## config.mk

```make
export PLATFORM = sky130hd
export DESIGN_NAME = uart_tx_engine_flat
export DESIGN_NICKNAME = d
export VERILOG_FILES = /design/src/rtl/uart_tx_engine_if.sv /design/src/rtl/uart_tx_engine.sv /design/src/flat_wrapper.sv
export SDC_FILE = /design/constraint.sdc
export NUM_CORES = 1
export LEC_CHECK = 0
export ABC_AREA = 1
export BUFFER_PORTS_ARGS = -buffer_cell sky130_fd_sc_hd__buf_2
export CORE_MARGIN = 8
export CORE_UTILIZATION = 55
export DETAILED_ROUTE_END_ITERATION = 16
export GPL_TIMING_DRIVEN = 0
export PLACE_DENSITY = 0.76
export SLEW_MARGIN = 10
export SYNTH_ARGS = -nofsm -noshare
export SYNTH_HDL_FRONTEND = slang
export SYNTH_SLANG_ARGS = --single-unit
```

## constraint.sdc

```tcl
create_clock -name clk -period 1.96 [get_ports clk]
set_input_delay 0.196 -clock clk [delete_from_list [all_inputs] [get_ports clk]]
set_output_delay 0.196 -clock clk [all_outputs]
set_load 0.05 [all_outputs]
```

## src/rtl/uart_tx_engine_if.sv

```systemverilog
// uart_tx_engine_if: byte handshake between the CPU peripheral block and the UART transmitter.
interface uart_tx_engine_if;
    logic [7:0] tx_data;
    logic       tx_en;
    logic       tx_status;
    modport master(output tx_data, tx_en, input tx_status);
    modport slave(input tx_data, tx_en, output tx_status);
endinterface

```

## src/rtl/uart_tx_engine.sv

```systemverilog
// uart_tx_engine: one-entry holding register feeding an 8N1/8N2 serial shifter.
module uart_tx_engine #(
    parameter int CLKS_PER_BIT = 5208,
    parameter int STOP_BITS    = 1
) (
    input  logic              clk,
    input  logic              reset,
    uart_tx_engine_if.slave   bus,
    output logic              uart_tx,
    output logic              tx_busy,
    output logic              tx_overrun
);
    localparam int CW = $clog2(CLKS_PER_BIT);
    localparam logic [CW-1:0] LAST = CW'(CLKS_PER_BIT - 1);
    typedef enum logic [1:0] {IDLE, START, DATA, STOP} state_t;
    state_t state, state_nx;
    logic [CW-1:0] cnt;
    logic [2:0] idx;
    logic [7:0] shifter, hold;
    logic hold_valid, tx_nx, bit_end, stop_done, load, accept;
    assign bit_end = cnt == LAST;
    assign stop_done = state == STOP && bit_end && idx == 3'(STOP_BITS - 1);
    assign load = hold_valid && (state == IDLE || stop_done);
    assign accept = bus.tx_en && !hold_valid;
    assign bus.tx_status = !hold_valid;
    assign tx_busy = state != IDLE;
    always_ff @(posedge clk or negedge reset)
        if (!reset) state <= IDLE;
        else state <= state_nx;
    always_comb begin
        state_nx = state;
        case (state)
            IDLE:    if (hold_valid) state_nx = START;
            START:   if (bit_end) state_nx = DATA;
            DATA:    if (bit_end && idx == 3'd7) state_nx = STOP;
            STOP:    if (stop_done) state_nx = hold_valid ? START : IDLE;
            default: state_nx = IDLE;
        endcase
    end
    always_comb tx_nx = state == START ? 1'b0 : state == DATA ? shifter[0] : 1'b1;
    // idx counts data bits, wraps to 0 entering STOP, then counts stop bits
    always_ff @(posedge clk or negedge reset)
        if (!reset) begin
            uart_tx    <= 1'b1;
            cnt        <= '0;
            idx        <= '0;
            shifter    <= '0;
            hold       <= '0;
            hold_valid <= 1'b0;
            tx_overrun <= 1'b0;
        end else begin
            uart_tx <= tx_nx;
            cnt     <= (state == IDLE || bit_end) ? '0 : cnt + 1'b1;
            idx     <= (state == IDLE || state == START) ? 3'd0 : bit_end ? idx + 3'd1 : idx;
            shifter <= load ? hold : (state == DATA && bit_end) ? shifter >> 1 : shifter;
            if (accept) begin
                hold       <= bus.tx_data;
                hold_valid <= 1'b1;
            end else if (load) hold_valid <= 1'b0;
            if (bus.tx_en && hold_valid) tx_overrun <= 1'b1;
        end
endmodule

```

## src/flat_wrapper.sv

```systemverilog
// flat-port wrapper written by rule: the top's interface ports become plain ports
module uart_tx_engine_flat 
#(
    parameter int CLKS_PER_BIT = 5208,
    parameter int STOP_BITS    = 1
)
  (clk, reset, uart_tx, tx_busy, tx_overrun, bus_tx_data, bus_tx_en, bus_tx_status);
  uart_tx_engine_if bus_i ();
  input  logic clk;
  input  logic reset;
  output logic uart_tx;
  output logic tx_busy;
  output logic tx_overrun;
  input wire logic [$bits(bus_i.tx_data)-1:0] bus_tx_data;
  input wire logic [$bits(bus_i.tx_en)-1:0] bus_tx_en;
  output wire logic [$bits(bus_i.tx_status)-1:0] bus_tx_status;
  assign bus_i.tx_data = bus_tx_data;
  assign bus_i.tx_en = bus_tx_en;
  assign bus_tx_status = bus_i.tx_status;
  uart_tx_engine #(.CLKS_PER_BIT(CLKS_PER_BIT), .STOP_BITS(STOP_BITS)) u_core (.clk(clk), .reset(reset), .bus(bus_i), .uart_tx(uart_tx), .tx_busy(tx_busy), .tx_overrun(tx_overrun));
endmodule
```

Word level (Yosys, flattened, before mapping)
Cells that the tools add are included.

Flip-flop bits (word level): 37.

$add $sub $neg: 2. Equal/unequal tests: 9. Muxes and demuxes: 15. Reduce and logical (&&, ||, !) cells: 18.

Operators with widths (number): $mux W8 (2); $add A13 B1 Y13 const B (1); $eq A13 B13 Y1 const B (1); $mux W13 (1); $mux W2 (4); $ne A2 B1 Y1 const B (4); $pmux W2 S4 (1); $reduce_bool A2 Y1 (4); $logic_and A1 B1 Y1 (7); $mux W3 (2); $mux W1 (5); $eq A2 B2 Y1 const B (2); $reduce_and A4 Y1 (1); $add A3 B1 Y3 const B (1); $eq A3 B3 Y1 const B (1); $logic_not A3 Y1 (1); $logic_or A1 B1 Y1 (3); $eq A2 B1 Y1 const B (1); $logic_not A2 Y1 (1); $logic_not A1 Y1 (1).

Longest topological paths before layout
Gate-level depths: netlist (run 1).

Depth after elaboration: 7. Gate-level depth with buffers: 11.

Least setup slack after synthesis (run 1)
No wires, ideal clock.

Kind: register -> register. From: reg u_core.state[0]. To: reg u_core.shifter[6]. Library setup time: 0.117 ns. Data arrival time: 1.593 ns. Required time: 1.843 ns. Setup slack: 0.250 ns. Stages on the path, launching flop included: 10. Path buffers: 1. Path through: dfrtp_1 inv_1 ha_1 inv_1 nand2_4 nand2_4 buf_6 nand2_2 nand2_1 nand2_1.

Word-level cells in the longest chain between the ends: 6. Elaborated cells on any way between the ends: 10. Classes of those cells: eq/ne: 2; mux: 1; reduce/logical: 7.

RTL lines: start: declaration (line uart_tx_engine.sv:16) `state_t state, state_nx;`; start signal: assignment (line uart_tx_engine.sv:29) `else state <= state_nx;`; $eq A2 B2 Y1 (line uart_tx_engine.sv:22) `assign stop_done = state == STOP && bit_end && idx == 3'(STOP_BITS - 1);`; $logic_and A1 B1 Y1 (2 in a row) (line uart_tx_engine.sv:22); $logic_or A1 B1 Y1 (line uart_tx_engine.sv:23) `assign load = hold_valid && (state == IDLE || stop_done);`; $logic_and A1 B1 Y1 (line uart_tx_engine.sv:23); $mux W8 or $reduce_bool A2 Y1 (tied branches); end signal: assignment (line uart_tx_engine.sv:55) `shifter <= load ? hold : (state == DATA && bit_end) ? shifter >> 1 : shifter;`; end: declaration (line uart_tx_engine.sv:19) `logic [7:0] shifter, hold;`.

Parallel ways exist; a longest one is shown, timed or not. A chain may end at the register's enable or synchronous reset.

Final worst setup path (run 1)
From: reg u_core.state[0]. To: out tx_busy.

Word-level cells in the longest chain between the ends: 1.

RTL lines: $reduce_bool A2 Y1 (line uart_tx_engine.sv:26) `assign tx_busy = state != IDLE;`; end: declaration (line flat_wrapper.sv:12) `output logic tx_busy;`.

Every way passes these cells.

==> results of run 1 <==
## critical path: stages, from the launching register on
cell	delay [ns]
dfrtp_1	0.45
inv_1	0.09
ha_1	0.22
inv_1	0.19
buf_2	0.31
## metrics by stage
stage	total power, W	setup WS [ns]	cell area [sq um]	std cells	util
floorplan	0.000940	0.250	1990	222	-
global placement	0.000977	0.307	2120	284	0.592
detailed placement	0.000986	0.307	2120	284	0.592
CTS	0.00138	0.138	2180	293	0.610
global route	0.00142	0.0518	2180	293	0.610
finish	0.00137	0.162	2180	293	0.610
## final cells by class
| cell class | instances | area (sq um) |
|---|---|---|
| Sequential cell | 37 | 927 |
| Buffer | 2 | 22.5 |
| Inverter | 23 | 86.3 |
| Clock buffer | 5 | 37.5 |
| Timing Repair Buffer | 15 | 80.1 |
| Clock inverter | 3 | 17.5 |
| Multi-Input combinational cell | 160 | 953 |
| Fill cell | 323 | 1390 |
| Tap cell | 48 | 60.1 |
## registers in the layout (all words and copies together), names as in the netlist
signal	count
u_core.hold	8
u_core.hold_valid	1
u_core.idx	3
u_core.shifter	8
u_core.cnt	13
u_core.state	2
u_core.uart_tx	1
u_core.tx_overrun	1
## synthesized netlist by cell type
master,n,area share
nor2_1,22,0.042
a21oi_2,1,0.0044
nand2_4,4,0.023
inv_2,2,0.0038
ha_1,8,0.050
nor2_4,2,0.011
o21ai_0,3,0.0075
dfrtp_1,36,0.45
a21o_1,1,0.0038
nor2_2,2,0.0063
clkinv_1,1,0.0019
mux2_2,7,0.040
inv_1,20,0.038
nor2_8,1,0.010
xor2_1,3,0.013
nand3b_1,6,0.023
o31ai_1,1,0.0038
o211ai_1,1,0.0038
nor3_1,5,0.013
nand3_4,2,0.018
nand4_1,3,0.0094
a31oi_1,1,0.0031
o21ai_1,2,0.0050
nor3_2,1,0.0050
nand3_2,1,0.0050
dfstp_2,1,0.013
nand2_2,5,0.016
buf_6,2,0.011
nand2_1,51,0.096
a21oi_1,5,0.013
nand3_1,21,0.053
and3_1,1,0.0031
## cells by family after synthesis
| family | share of synthesized area |
|---|---|
| buf+inv | 0.0547 |
| simple gates | 0.332 |
| compound gates | 0.0440 |
| xor+xnor | 0.0132 |
| mux | 0.0396 |
| flops | 0.466 |
| fa+ha+maj | 0.0503 |
## power by group through the flow
stage | logic [W] | registers [W] | clock network [W]
final | 0.000117 | 0.000851 | 0.000398
after global routing | 0.000129 | 0.000858 | 0.000434
after CTS | 0.000120 | 0.000852 | 0.000409
after detailed placement | 0.000118 | 0.000867 | 0
after global placement | 0.000113 | 0.000864 | 0
after floorplan | 0.0000825 | 0.000858 | 0
## per-layer routing
layer / track usage / vias up / wire length, microns
li1: - / 763 / -
met1: 0.155 / 665 / 1740
met2: 0.201 / 24 / 1640
met3: 0.0425 / 2 / 125
met4: 0.0442 / 0 / 22
met5: 0 / - / 0
## worst max-delay path by stage
stage                                startpoint                             to  slack, ns  cells past startpoint
floorplan           u_core.state[0]$_DFFE_PN0P_  u_core.shifter[6]$_DFFE_PN0P_       0.25                      9
finish              u_core.state[0]$_DFFE_PN0P_                        tx_busy       0.16                      4
detailed placement      u_core.cnt[0]$_DFF_PN0_  u_core.shifter[0]$_DFFE_PN0P_       0.31                      9
global route        u_core.state[0]$_DFFE_PN0P_                        tx_busy       0.05                      4
global placement        u_core.cnt[0]$_DFF_PN0_        u_core.cnt[9]$_DFF_PN0_       0.31                      7
CTS                 u_core.state[0]$_DFFE_PN0P_                        tx_busy       0.14                      4
## what timing repair did
item	CTS	global route
buffers inserted	0	0
endpoints found under the hold margin	36	0
hold buffers	1	0
==> impl_metrics.py, run 1 <==
metrics = {
    "run_status": {
        "status": "completed",
    },
    "worst_setup_path": {
        "endpoint_kind": "output pin",
        "crit_arrival_ns": 1.60,
        "crit_type": "register to output pin",
        "r2r_cells": 9,
        "crit_fanout": 6,
        "regToRegSetupSlack_ns": 0.29,
        "worstReg2RegStart": "u_core.cnt[0]$_DFF_PN0_",
        "reg2reg_to": "u_core.shifter[0]$_DFFE_PN0P_",
        "cp-start-kind": "register",
        "worstPathRequired_ns": 1.76,
    },
    "global_routing": {
        "antenna_found_initial": 0,
        "grt_pass1_wl_microns": 6090,
        "first_global_vias": 1418,
        "grt-ovfl-total": 0,
        "grt_usage": 0.126,
        "grt_start_max_net_pins": 38,
    },
    "die": {
        "core_sq_um": 3580,
        "rows": 22,
        "die_y_microns": 76.1,
        "ios": 15,
        "dieArea_sq_um": 5800,
        "start_util": 0.556,
        "die_width_microns": 76.1,
    },
    "drt": {
        "dr.pass1.iters": 4,
        "drt.antenna.violating_nets": 0,
        "wirelength_microns": 3530,
        "routedWlPerCell_microns": 12.1,
        "viasPerCell": 4.96,
        "first_iter_violations": 63,
        "via_count": 1454,
        "drc": 0,
    },
    "logic_synthesis": {
        "postSynthAreaPerCell_sq_um": 8.96,
        "yosys_warnings": 0,
        "synth_cell_type_count": 32,
        "synth.yosys.seq_area_share": 0.466,
        "synth_nets": 241,
        "syn_inst": 222,
        "mappedNetlistArea_sq_um": 1990,
        "ys_ff_latch": 37,
    },
    "power_and_ir_drop": {
        "p_leak_nw": 1.14,
        "power_density_nw_per_um2": 626,
        "p_switching_w": 0.000341,
        "p_int_w": 0.00103,
        "vdd.ir_drop.worst_v": 0.000422,
        "swShare": 0.250,
        "pwr-share-clk": 0.291,
        "seqPwrFrac": 0.623,
        "p_comb_frac": 0.086,
    },
    "min_path": {
        "hold_path_startpoint": "bus_tx_data[5]",
        "hold-path-cell-count": 2,
        "whs_endpoint": "u_core.hold[5]$_DFFE_PN0P_",
        "holdCritPathClass": "primary input to register",
    },
    "timing": {
        "hold_violations": 0,
        "slew_violations": 0,
        "fin_crit_ns": 1.80,
        "fin_tns_setup_ns": 0,
        "slew_headroom": 0.463,
        "worstMarginPinSlew_ns": 0.806,
        "finClkSkew_ns": 0.0145,
        "fmax_mhz": 556,
        "setup_violations": 0,
        "hold_ws_ns": 0.0751,
        "rsz0062_at_grt": "false",
        "period_share": 0.917,
    },
    "clock_tree": {
        "worstSkewPairLatency_ns": 0.34,
        "clkTransAtPathRegs_ns": 0.12,
        "cts.htree.levels": 2,
        "cts_buffer_depth": 2,
        "cts_tree": "built",
        "numCtsBuffers": 5,
        "cts_root_buf": "clkbuf_4",
        "postCtsResizedCells": 0,
        "cts_sinks": 37,
    },
    "final_layout": {
        "nets": 263,
        "final_common_cell": "nand2_1",
        "layout_common_cells": "51 x nand2_1, 36 x dfrtp_1, 22 x nor2_1, 21 x nand3_1, 20 x inv_1",
        "layout-drive-gt1-share": 0.216,
        "antenna_cells": 0,
        "area_growth_pct": 9.81,
    },
    "placement": {
        "hpwl_microns": 2610,
        "gp_congestion": 0.839,
        "port_buffers": 14,
    },
    "job": {
        "maxCapViolations": 0,
    },
}
Power figures use the tool's default switching activity.
==> run 2: changes to the inputs <==
--- a/config.mk
+++ b/config.mk
@@ -6,7 +6,8 @@
 export NUM_CORES = 1
 export LEC_CHECK = 0
 export ABC_AREA = 1
-export BUFFER_PORTS_ARGS = -buffer_cell sky130_fd_sc_hd__buf_2
+export BUFFER_PORTS_ARGS = -buffer_cell sky130_fd_sc_hd__buf_4
+export CAP_MARGIN = 0
 export CORE_MARGIN = 8
 export CORE_UTILIZATION = 55
 export DETAILED_ROUTE_END_ITERATION = 16
==> run 2 against run 1 <==
  * Die area did not move
  * Routed wire length fell by 0.91%
  * Clock skew fell by 0.0087 ns
  * Sequential power barely moved
  * Final cell count did not move
  * Count of clock-buffer cells in the layout rose by 2
  * Maximum frequency rose by 3.1%
  * Cell area rose by 2.3%
  * Worst hold slack got worse by 0.0067 ns
==> impl_metrics.py, run 2 (same netlist as run 1, synthesis figures left out) <==
metrics = {
    "placement": {
        "gp_congestion": 0.830,
        "hpwl_microns": 2520,
        "port_buffers": 14,
        "pre_cts_slack_ns": 0.291,
        "placed_cells": 284,
    },
    "drt": {
        "dr.pass1.iters": 5,
        "routedWlPerCell_microns": 12.0,
        "first_iter_violations": 75,
        "wirelength_microns": 3500,
        "via_count": 1464,
        "viasPerCell": 5.00,
        "drt.antenna.violating_nets": 0,
        "drc": 0,
    },
    "final_layout": {
        "multi_input_area_sq_um": 953,
        "layout_common_cells": "51 x nand2_1, 36 x dfrtp_1, 22 x nor2_1, 21 x nand3_1, 20 x inv_1",
        "final_common_cell": "nand2_1",
        "area_growth_pct": 12.3,
        "stdcell_count": 293,
        "final_util": 0.624,
        "largest_reg_flops": 13,
        "layout-drive-gt1-share": 0.216,
        "antenna_cells": 0,
        "regMostFlops": "u_core.cnt",
        "reg.largest.list": "u_core.cnt: 13 flops, u_core.hold: 8 flops, u_core.shifter: 8 flops",
        "regArea_sq_um": 927,
        "fill_cells": 331,
        "nets": 263,
    },
    "clock_tree": {
        "cts_hold_buf": 1,
        "numCtsBuffers": 5,
        "clkTransAtPathRegs_ns": 0.11,
        "cts_buffer_depth": 2,
        "cts_sinks": 37,
        "cts_root_buf": "clkbuf_4",
        "cts.htree.levels": 2,
        "cts_tree": "built",
        "worstSkewPairLatency_ns": 0.33,
        "post_cts_buffers": 0,
        "postCtsResizedCells": 0,
    },
    "min_path": {
        "hold_path_startpoint": "bus_tx_en",
        "holdCritPathClass": "primary input to register",
    },
    "worst_setup_path": {
        "critical_path.startpoint": "u_core.state[0]$_DFFE_PN0P_",
        "cp_slowest_cell": "dfrtp_1",
        "crit_arrival_ns": 1.55,
        "crit_fanout": 6,
        "cp_num_buf_inv": 3,
        "cp_cell_sequence": "inv_1 > ha_1 > inv_1 > buf_4",
        "endpoint_kind": "output pin",
        "cp-start-kind": "register",
        "max_stage_delay_ns": 0.45,
        "worstPathRequired_ns": 1.76,
        "worstReg2RegStart": "u_core.cnt[0]$_DFF_PN0_",
        "crit_type": "register to output pin",
        "cpMostUsedCell": "inv_1",
        "cp_top_family": "buffers and inverters",
    },
    "global_routing": {
        "grt_start_max_net_pins": 38,
        "antenna_found_initial": 0,
        "grt_usage": 0.130,
        "grt-ovfl-total": 0,
        "first_global_vias": 1443,
        "grt_pass1_wl_microns": 6330,
    },
    "run_status": {
        "status": "completed",
    },
    "timing": {
        "fmax_mhz": 574,
        "period_share": 0.890,
        "slew_headroom": 0.700,
        "rsz0062_at_grt": "false",
        "fin_tns_setup_ns": 0,
        "fin_ws_ns": 0.217,
        "worstMarginPinSlew_ns": 0.450,
        "finClkSkew_ns": 0.00575,
        "setup_violations": 0,
        "slew_violations": 0,
        "fin_crit_ns": 1.74,
        "hold_violations": 0,
        "hold_ws_ns": 0.0684,
    },
    "die": {
        "die_y_microns": 76.1,
        "ios": 15,
        "rows": 22,
        "die_width_microns": 76.1,
        "dieArea_sq_um": 5800,
        "start_util": 0.556,
        "core_sq_um": 3580,
    },
    "power_and_ir_drop": {
        "p_int_w": 0.00110,
        "power_density_nw_per_um2": 640,
        "p_comb_frac": 0.087,
        "p_leak_nw": 1.16,
        "swShare": 0.228,
        "p_switching_w": 0.000326,
        "pwr-share-clk": 0.318,
        "vdd.ir_drop.worst_v": 0.000518,
        "seqPwrFrac": 0.596,
    },
    "job": {
        "maxCapViolations": 0,
    },
}
run 2: changes by cell type in the layout (fill, tap and decap cells not counted):
cell	previous run	this run
clkinvlp_4	1	0
clkinv_2	2	1
clkbuf_8	0	2
buf_2	14	0
buf_4	0	14
run 2: power by group through the flow:
stage	logic [W]	registers (W)	clock network [W]
after detailed placement	0.000124	0.000866	0
after global routing	0.000139	0.000861	0.000502
after global placement	0.000120	0.000864	0
final	0.000124	0.000852	0.000454
after CTS	0.000127	0.000852	0.000477
after floorplan	0.0000825	0.000858	0
run 2: routing by layer:
metal  vias up  global-route usage  share of wire
met5         -                   0              0
met4         0              0.0519          0.015
met3         4              0.0401          0.037
met2        24               0.200           0.43
met1       671               0.167           0.52
li1        765                   -              -
run 2: stage by stage:
stage / instance area [sq um] / total power [W]
2_1_floorplan: 1990 / 0.000940
3_5_place_dp: 2150 / 0.000989
5_1_grt: 2230 / 0.00150
3_3_place_gp: 2150 / 0.000984
4_1_cts: 2230 / 0.00146
6_report: 2230 / 0.00143
run 2: cell type report:
type,instances,area share
clock inverter,1,0.00224
buffer,2,0.0101
timing repair buffer,15,0.0515
clock buffer,7,0.0291
inverter,23,0.0386
multi-input combinational,160,0.427
tap,48,0.0269
sequential,37,0.415
run 2: path summary, 6_finish.rpt:
check | endpoint | slack (ns) | depth (start not counted)
min | u_core.tx_overrun$_DFFE_PN0P_ | 0.07 | 2
max in group asynchronous | u_core.uart_tx$_DFF_PN1_ | 1.28 | 2
min reg2reg | u_core.cnt[0]$_DFF_PN0_ | 0.47 | 1
max reg2reg | u_core.shifter[0]$_DFFE_PN0P_ | 0.29 | 9
max | tx_busy | 0.22 | 4
min in group asynchronous | u_core.cnt[2]$_DFF_PN0_ | 0.34 | 2
